$ cat config.mk
export PLATFORM = sky130hd
export DESIGN_NAME = pc_fetch_ctrl
export DESIGN_NICKNAME = d
export VERILOG_FILES = /design/src/rtl/pc_fetch_ctrl.sv
export SDC_FILE = /design/constraint.sdc
export NUM_CORES = 1
export LEC_CHECK = 0
export ABC_AREA = 0
export BUFFER_PORTS_ARGS = -buffer_cell sky130_fd_sc_hd__buf_2
export CORE_MARGIN = 2
export CORE_UTILIZATION = 45
export DETAILED_ROUTE_END_ITERATION = 10
export PLACE_DENSITY = 0.82
export SLEW_MARGIN = 25
export SYNTH_ARGS = -nofsm -noshare
export SYNTH_HDL_FRONTEND = slang
export SYNTH_SLANG_ARGS = --single-unit
$ cat constraint.sdc
create_clock -name clock -period 1.8 [get_ports clock]
set_input_delay 0.18 -clock clock [delete_from_list [all_inputs] [get_ports clock]]
set_output_delay 0.18 -clock clock [all_outputs]
set_load 0.02 [all_outputs]
$ cat src/rtl/pc_fetch_ctrl.sv
// Fetch controller: owns the PC, issues one fixed-latency IMEM read per instruction, holds the result for decode.
// REQ->WAIT->VALID costs IMEM_LAT+2 cycles per fetch; flush wins over everything; FETCH_COUNT_EN adds an accept counter.
module pc_fetch_ctrl #(
  parameter int              PC_W     = 12,
  parameter int              INSN_W   = 32,
  parameter int              IMEM_LAT = 1,
  parameter logic [PC_W-1:0] RESET_PC = '0
) (
  input  logic              clock,
  input  logic              reset_n,
  input  logic [PC_W-1:0]   next_pc_in,
  input  logic              flush,
  input  logic [PC_W-1:0]   flush_pc,
  input  logic              decode_ready,
  output logic              imem_rd,
  output logic [PC_W-1:0]   imem_addr,
  input  logic [INSN_W-1:0] imem_rdata,
  output logic [PC_W-1:0]   pc_out,
  output logic [INSN_W-1:0] insn_out,
  output logic [PC_W-1:0]   insn_pc,
  output logic              insn_valid,
  output logic [15:0]       fetch_count
);

  typedef enum logic [1:0] {REQ, WAIT, VALID} state_t;

  localparam logic [1:0] LAT_M1 = 2'(IMEM_LAT - 1);

  state_t              state_q;
  logic [1:0]          cnt_q;
  logic [PC_W-1:0]     pc_q;
  logic [PC_W-1:0]     insn_pc_q;
  logic [INSN_W-1:0]   insn_q;
  logic                valid_q;
  logic                rd_q;

  // rd_q is the registered strobe; a REQ entered from reset spends one cycle arming it.
  always_ff @(posedge clock or negedge reset_n) begin
    if (!reset_n) begin
      state_q   <= REQ;
      cnt_q     <= 2'd0;
      pc_q      <= RESET_PC;
      insn_pc_q <= '0;
      insn_q    <= '0;
      valid_q   <= 1'b0;
      rd_q      <= 1'b0;
    end else if (flush) begin
      state_q <= REQ;
      cnt_q   <= 2'd0;
      pc_q    <= flush_pc;
      valid_q <= 1'b0;
      rd_q    <= 1'b1;
    end else begin
      case (state_q)
        REQ: begin
          if (rd_q) begin
            rd_q    <= 1'b0;
            cnt_q   <= LAT_M1;
            state_q <= WAIT;
          end else begin
            rd_q <= 1'b1;
          end
        end
        WAIT: begin
          if (cnt_q != 2'd0) begin
            cnt_q <= cnt_q - 2'd1;
          end else begin
            insn_q    <= imem_rdata;
            insn_pc_q <= pc_q;
            valid_q   <= 1'b1;
            state_q   <= VALID;
          end
        end
        VALID: begin
          if (decode_ready) begin
            pc_q    <= next_pc_in;
            valid_q <= 1'b0;
            rd_q    <= 1'b1;
            state_q <= REQ;
          end
        end
        default: begin
          state_q <= REQ;
          rd_q    <= 1'b0;
        end
      endcase
    end
  end

  assign imem_rd    = rd_q;
  assign imem_addr  = pc_q;
  assign pc_out     = pc_q;
  assign insn_out   = insn_q;
  assign insn_pc    = insn_pc_q;
  assign insn_valid = valid_q;

`ifdef FETCH_COUNT_EN
  logic        accept;
  logic [15:0] fcnt_q;
  logic [15:0] fcnt_d;

  assign accept = (state_q == VALID) && decode_ready && !flush;

  always_comb begin
    fcnt_d = fcnt_q;
    if (accept && (fcnt_q != 16'hFFFF)) fcnt_d = fcnt_q + 16'd1;
  end

  always_ff @(posedge clock or negedge reset_n) begin
    if (!reset_n) fcnt_q <= 16'd0;
    else          fcnt_q <= fcnt_d;
  end

  assign fetch_count = fcnt_q;
`else
  assign fetch_count = 16'd0;
`endif

endmodule
==> results.md, run 1 <==
Synthesis:
- After synthesis the cells add up to 2840 um2.
- The cell count after synthesis came out at 199.
- For this run, the register share of the synthesized area comes to 0.546.
- Ranked by total cell area, the synthesized netlist is headed by dfrtp_1 55%, mux2_1 16%, mux2_2 9.5%.
- The synthesized design spends more area on one cell type than any other, namely dfrtp_1.
- The distinct cell type count after synthesis is 26.
- After synthesis the netlist holds a flip-flop and latch count of 62.
- The number of synthesis warnings is 0.
- The top cell type's share of synthesized area is 0.546.
- The mean cell area of the mapped netlist is 14.3 um2.

STA:
- After layout, the minimum clock period comes to 1.61 ns.
- The number of failing setup endpoints in the final timing report is 0.
- The worst-case headroom to the max-slew limit is 0.611.
- Timing would allow up to 622 MHz.
- For the pin with the worst max-slew slack, the measured transition is 0.583 ns.
- The ratio of final minimum period to clock period is 0.893.
- On the final layout, the worst clock skew is 0.00881 ns.
- The count of pins over their slew limit is 0.
- Setup total negative slack on the finished layout was measured at 0 ns.
- The count of endpoints failing hold in the final timing report is 0.
- Setup repair after global routing left no endpoint under its margin.

Clock tree:
- The CTS tree is yes.
- The clock input transition at the sequential cells of the worst setup and hold paths is 0.07 ns.
- The clock buffer count from CTS is 9.
- Clock tree synthesis found a total of 62 sinks.
- CTS placed an instance of clkbuf_8 at the clock tree root.
- The H-tree depth is 3.
- The number of buffers inserted to repair setup after CTS is 0.
- The later pin in the worst-skew pair is clocked with a latency of 0.33 ns.
- Counting along the longest clock path gives a buffer depth of 2.

Floorplan:
- The die outline width is 83.4 um.
- The number of top-level pins is 146.
- The standard cell core area is 6030 um2.
- The die is 83.4 um tall.
- The count of standard-cell rows is 28.
- The die covers 6960 um2.
- The initial standard-cell utilization of the core is 0.471.

Drt:
- Dividing the detail-routed wire length by the instance count gives 13.7 um.
- In the detailed route, the total length drawn on met3 is 436 um.
- The number of optimization iterations in the first detailed-route pass is 3.
- After detailed routing, the total wire length is 5.57 mm.
- Detailed routing placed a total of 2.89 mm of wire on met2.
- The detailed router put a total of 2.19 mm of wire on met1.
- The post-detailed-route count of antenna-violating nets is 0.
- Signal routing reaches up to met4.
- The via count is 1895.
- The remaining design rule violation count is 0.
- The count of routing violations after the opening detailed-route iteration is 16.
- The per-cell via count in the routed design is 4.67.

Power:
- The total power draw is 6.12 mW.
- IR analysis of the VDD net gives a maximum drop of 0.807 mV.
- The power per unit of standard cell area is 1670 nW/um2.
- Summed over all cells, the static leakage comes to 1.82 nW.

Critical path:
- The highest-delay cell along the critical path is dfrtp_1.
- The cell family contributing the most delay on the critical path is flip-flops.
- On the worst path, the slowest cell contributes a delay of 0.40 ns.
- The startpoint type of the worst setup path is a flip-flop.
- The highest net fanout along the worst path is 26.
- The signal on the critical path passes through inv_1 > ha_1 > nand3b_2 > nor2_4 > buf_12 > mux2_1.
- The startpoint of the most critical register-to-register path is cnt_q[0].
- The worst-case register-to-register setup slack is 0.19 ns.
- Data arrives at the worst endpoint at 1.81 ns.
- The critical path contains buffers and inverters numbering 2 combined.
- The worst setup path is captured at a flip-flop.
- The cell count of the worst reg-to-reg path is 6.
- The critical path is of the flip-flop to flip-flop type.
- Data on the critical path is required at its endpoint by 2.01 ns.
- The critical register-to-register path endpoint is insn_out[30].

Final layout:
- The area growth from synthesis to layout is 29.4%.
- The final layout net count is 387.
- The share of final-layout standard cells stronger than drive strength 1 is 0.550.
- 0 antenna diodes ended up in the layout.
- The post-route non-filler standard cell count is 406.

GRT:
- The global-route congestion overflow total is 0.
- In the global route stage, overall resource usage came out at 0.169.
- The first-pass GRT wire length is 9.25 mm.
- Entering global routing, the biggest net connects 27 pins.
- The via count of the first global-routing pass is 1950.
- The initial antenna violation count came to 0.

Worst hold path:
- The classification of the worst-slack hold path is input pin to flip-flop.
- For hold timing, the worst endpoint is insn_out[3].
- Counting instances, the worst hold path has a depth of 2.
- The startpoint identified for the worst hold timing path is imem_rdata[3].

Place:
- Port buffering added 129 buffers.
- The post-placement cell count is 389.
- The post-DP HPWL is 4.18 mm.
- The routability congestion estimate is 0.719.

Status:
- The run finished with clean final reports.

Job:
- The number of max-cap violations is 0.
-- routing by layer --
layer,vias up,global-route usage
met1,905,0.188
met2,87,0.295
li1,897,-
met5,-,0
met4,0,0.0528
met3,6,0.0716
-- layout by cell type (no fill, tap or decap), types with 3 or more instances in the layout --
master     instances
mux2_4             4
dfrtp_1           62
bufinv_16          3
clkbuf_8          10
mux2_2            24
inv_1              4
mux2_1            40
buf_2            129
buf_4              5
a21oi_1            4
conb_1            16
nor2b_1            3
nand2_1            5
-- per-stage QoR --
step	utilization	hold WS (ns)	area (um2)	setup WS, ns
2_1_floorplan	-	-0.116	2900	0.193
3_3_place_gp	0.567	0.160	3410	0.239
3_5_place_dp	0.567	0.160	3410	0.199
4_1_cts	0.609	0.0473	3670	0.171
5_1_grt	0.609	0.0379	3670	0.0705
6_report	0.609	0.0649	3670	0.193
-- synth_stat cells (all sizes together) --
master	number
nor2b	3
buf	36
mux2	68
nor3b	1
nand2	5
nor3	1
conb	1
nor2	2
o21ai	1
nand3	2
a21oi	4
xnor2	1
inv	4
nor4b	1
dfrtp	62
a31oi	3
o21bai	2
ha	1
nand3b	1
-- state kept, by name, summed over array words and instances, names as in the netlist --
signal	cells
insn_out	32
cnt_q	2
imem_rd	1
imem_addr	12
insn_valid	1
insn_pc	12
state_q	2
-- worst register-to-register path, stage by stage, from the launching register on --
cell and delay (ns):
dfrtp_1 0.40, inv_1 0.07, ha_1 0.18, nand3b_2 0.11, nor2_4 0.16, buf_12 0.21
mux2_1 0.35
-- timing repair --
| action | in CTS | in global routing |
|---|---|---|
| resized for setup | 0 | 0 |
| hold buffers | 1 | 0 |
| endpoints found under the hold margin | 19 | 0 |
-- report_power, final --
| part | leakage, nW | internal (mW) | switching [mW] | total (mW) |
|---|---|---|---|---|
| Sequential | 0.740 | 1.97 | 0.303 | 2.28 |
| Clock | 0.120 | 0.960 | 0.512 | 1.47 |
| Combinational | 0.956 | 0.958 | 1.41 | 2.37 |
| Total | 1.82 | 3.89 | 2.23 | 6.12 |
-- worst max path at each step --
stage	from	slack [ns]	endpoint	cells past startpoint
final	cnt_q[0]	0.19	insn_out[30]	6
after global routing	cnt_q[0]	0.07	insn_out[5]	6
after CTS	cnt_q[0]	0.17	insn_out[30]	6
after detailed placement	cnt_q[0]	0.20	insn_out[11]	6
after global placement	cnt_q[0]	0.24	insn_out[8]	6
after floorplan	cnt_q[0]	0.19	insn_pc[0]	6
-- cell type report --
class / count / area (um2)
clock inverters: 5 / 106
repair buffers: 137 / 733
clock buffers: 11 / 141
inverters: 4 / 15.0
well taps: 75 / 93.8
multi-input cells: 112 / 1030
fillers: 492 / 2350
flip-flops and latches: 62 / 1550
-- logic make-up after synthesis --
family                     after synthesis  share of synthesized area
adders and majority gates                1                    0.00441
buffers and inverters                   40                      0.110
other                                    1                    0.00132
muxes                                   68                      0.275
DFF                                     62                      0.546
and+or+nand+nor                         16                     0.0335
AOI/OAI and AO/OA                       10                     0.0260
xor gates and xnor gates                 1                    0.00309
Power figures use the tool's default switching activity.
==> inputs of run 2 (changes only) <==
--- a/config.mk
+++ b/config.mk
@@ -10,7 +10,7 @@
 export CORE_MARGIN = 2
 export CORE_UTILIZATION = 45
 export DETAILED_ROUTE_END_ITERATION = 10
-export PLACE_DENSITY = 0.82
+export PLACE_DENSITY_LB_ADDON = 0.3
 export SLEW_MARGIN = 25
 export SYNTH_ARGS = -nofsm -noshare
 export SYNTH_HDL_FRONTEND = slang
==> run 2 against run 1 <==
  * Sequential power hardly changed
  * Largest cell class unchanged
  * Cell count is 0.25% higher
  * Largest power group unchanged
  * Utilization is 0.98 points higher
==> results.md, run 2 (synthesized netlist as in run 1, its figures left out) <==
Critical path:
- Walking the worst path, the cells encountered are inv_2 > ha_4 > nand3b_2 > nor2_4 > buf_12 > buf_12 > mux2_1.
- The worst-case register-to-register setup slack is 0.13 ns (-0.06 ns).
- The type of the worst setup path is flip-flop to flip-flop.
- The cell count of the worst reg-to-reg path is 7 (+1).
- The timing startpoint of the critical path is cnt_q[0].
- The data required time at the worst endpoint was 2.01 ns (about the same).
- The highest net fanout along the worst path is 15 (-42%).
- In this run the critical register-to-register path is captured at insn_out[26].
- The cell family contributing the most delay on the critical path is flip-flops.
- The highest-delay cell along the critical path is dfrtp_1.
- The worst setup path is captured at a flip-flop.
- In this run the critical register-to-register path is launched from cnt_q[0].
- By instance count, the cell type seen most on the critical path is buf_12.
- The worst setup path endpoint is insn_out[26].
- The startpoint type of the worst setup path is a flip-flop.
- The number of stages on the worst setup path is 7 (+1).
- The buffering stage count on the worst path with inverters included came to 3 (+1).
- The worst endpoint data arrival time was 1.88 ns (+0.07 ns).
- The stage delay of the slowest cell on the critical path came to 0.42 ns (+0.02 ns).

Worst hold path:
- The startpoint of the tightest hold check path is imem_rdata[23].
- The min-delay analysis places its worst path in the category input pin to flip-flop.

Drt:
- The mean routed wirelength per cell is 13.6 um (-0.57%).
- The count of routing violations after the opening detailed-route iteration was 54 (+38).
- The number of optimization iterations in the first detailed-route pass came to 4 (+1).
- The via count is 1889 (-0.32%).
- The remaining design rule violation count is 0 (unchanged).
- The total detailed-routing wirelength is 5.56 mm (-0.32%).
- The per-cell via count in the routed design is 4.64 (-0.56%).
- The post-detailed-route count of antenna-violating nets is 0 (unchanged).

Final layout:
- The area of all placed cells without fillers is 3730 um2 (+1.6%).
- The antenna cell count was 0 (unchanged).
- The flip-flop count of the largest register after layout is 32 (unchanged).
- Leaving out fill and tap cells, the most frequent cell in the layout is buf_2.
- The area growth from synthesis to layout is 31.4%.
- The number of filler instances in the final layout was 496 (+0.81%).
- Leaving out fill and tap cells, the most frequent cells in the layout are 129 x buf_2, 62 x dfrtp_1, 40 x mux2_1.
- The share of final-layout standard cells stronger than drive strength 1 is 0.557 (+0.00738).
- The final cell utilization of the core is 0.619 (+0.00976).
- The final layout net count is 389 (+0.52%).

Clock tree:
- The CTS tree is yes.
- The clock input transition at the sequential cells of the worst setup and hold paths was 0.07 ns (about the same).
- The number of sinks driven by the clock tree came to 62 (unchanged).
- The clock insertion delay at the later pin of the skew report came to 0.32 ns (about the same).
- The clock buffer count from CTS is 9 (unchanged).
- The H-tree depth is 3 (unchanged).
- Clock tree synthesis selected as its root buffer the cell clkbuf_8.
- The maximum count of clock buffers along a single path was 2 (unchanged).

STA:
- The largest clock skew in the final design is 0.00816 ns (-0.000651 ns).
- The shortest period the worst path allows is 1.67 ns (+0.0638 ns).
- Setup repair after global routing left no endpoint under its margin.
- The number of failing setup endpoints in the final timing report is 0 (unchanged).
- The slew at the pin closest to its max-slew limit was 0.543 ns (-0.0398 ns).
- The maximum clock frequency was 599 MHz (-3.8%).
- The worst-case headroom to the max-slew limit is 0.638 (+0.0265).
- The ratio of final minimum period to clock period is 0.928 (+0.0355).
- The count of pins over their slew limit is 0 (unchanged).
- The count of endpoints failing hold in the final timing report was 0 (unchanged).
- The final total negative setup slack is 0 ns (unchanged).

Job:
- The number of max-cap violations is 0 (unchanged).

Place:
- The post-DP HPWL is 3.89 mm (-6.9%).
- The routability congestion estimate is 0.722 (+0.35%).
- The quantity of I/O buffers inserted on ports is 129 (unchanged).
- The post-place instance area is 3420 um2 (+0.29%).

Power:
- The static leakage is 1.84 nW (+1.3%).
- The power per unit of standard cell area is 1610 nW/um2 (-3.6%).
- The switching power share of the total is 0.371 (+0.00713).
- The cell internal power dissipation is 3.77 mW (-3.2%).
- The worst supply voltage drop on vdd is 0.966 mV (+20%).
- The total power draw was 5.99 mW (-2.1%).
- The clock power share is 0.210 (-0.031).
- The total net switching power is 2.22 mW (-0.18%).
- The fraction of power consumed by sequential logic came to 0.379 (+0.007).
- The combinational share of power came to 0.410 (+0.023).

Floorplan:
- The initial standard-cell utilization of the core is 0.471 (unchanged).
- The standard cell core area was 6030 um2 (unchanged).
- The floorplan die area is 6960 um2 (unchanged).
- The number of top-level pins came to 146 (unchanged).
- The die outline width was 83.4 um (unchanged).
- The count of standard-cell rows is 28 (unchanged).
- The y dimension of the die is 83.4 um (unchanged).

GRT:
- The global-route total usage across every layer was 0.162 (-0.00711).
- The via count of the first global-routing pass is 1981 (+1.6%).
- The largest net degree at the start of global routing is 63 (+130%).
- The first-pass GRT wire length was 8.98 mm (-2.9%).
- The global-route congestion overflow total came to 0 (unchanged).
- The initial antenna violation count is 0 (unchanged).

Status:
- The run finished with clean final reports.
[run 2: cell types whose count changed in the layout (fill, tap and decap cells not counted), sizes merged]
cell,previous run,this run
clkinv,1,3
bufinv,3,2
clkinvlp,1,0
clkbuf,11,12
[run 2: power by group through the flow]
stage / clock network, mW / logic, mW / registers (mW)
finish: 1.26 / 2.46 / 2.27
CTS: 1.31 / 2.41 / 2.28
detailed placement: 0 / 2.41 / 2.30
floorplan: 0 / 0.905 / 3.00
global placement: 0 / 2.35 / 2.29
global route: 1.38 / 2.63 / 2.37
[run 2: how the worst min path moves through the flow]
stage	end	cells after the start	slack (ns)
floorplan	cnt_q[0]	0	-0.12
global placement	insn_out[29]	2	0.21
detailed placement	insn_out[27]	2	0.22
CTS	insn_out[25]	2	0.05
global route	insn_out[19]	2	0.06
finish	insn_out[23]	2	0.06
[run 2: timing repair]
item                                    CTS  global route
hold buffers                              1             0
gates resized for setup                   0             3
endpoints found under the hold margin    62             0
endpoints found under the setup margin    0            30
setup buffers                             0             1
[run 2: per-stage QoR]
step | hold slack [ns] | setup slack (ns) | cells
global route | 0.0612 | 0.0389 | 407
floorplan | -0.116 | 0.193 | 214
global placement | 0.214 | 0.139 | 387
detailed placement | 0.219 | 0.0576 | 387
finish | 0.0646 | 0.130 | 407
CTS | 0.0468 | 0.0332 | 403
[run 2: per-layer routing]
layer / wire length, um / up-vias / track usage
met3: 355 / 6 / 0.0368
met1: 2350 / 908 / 0.190
met4: 79 / 0 / 0.0836
met2: 2770 / 74 / 0.278
met5: 0 / - / 0
li1: - / 901 / -
[run 2: area by class of cell]
| class | count | area [um2] | area share |
|---|---|---|---|
| repair buffers | 139 | 825 | 0.221 |
| clock buffers | 10 | 128 | 0.0342 |
| multi-input cells | 112 | 1040 | 0.280 |
| well taps | 75 | 93.8 | 0.0252 |
| clock inverters | 5 | 75.1 | 0.0201 |
| flip-flops and latches | 62 | 1550 | 0.416 |
| inverters | 4 | 15.0 | 0.00402 |
[run 2: worst reg2reg max path, delay by kind of cell (launching register included)]
family        cells  cell delay, ns
flops             1            0.42
buf+inv           3            0.38
fa+ha+maj         1            0.17
mux               1            0.33
simple gates      2            0.25
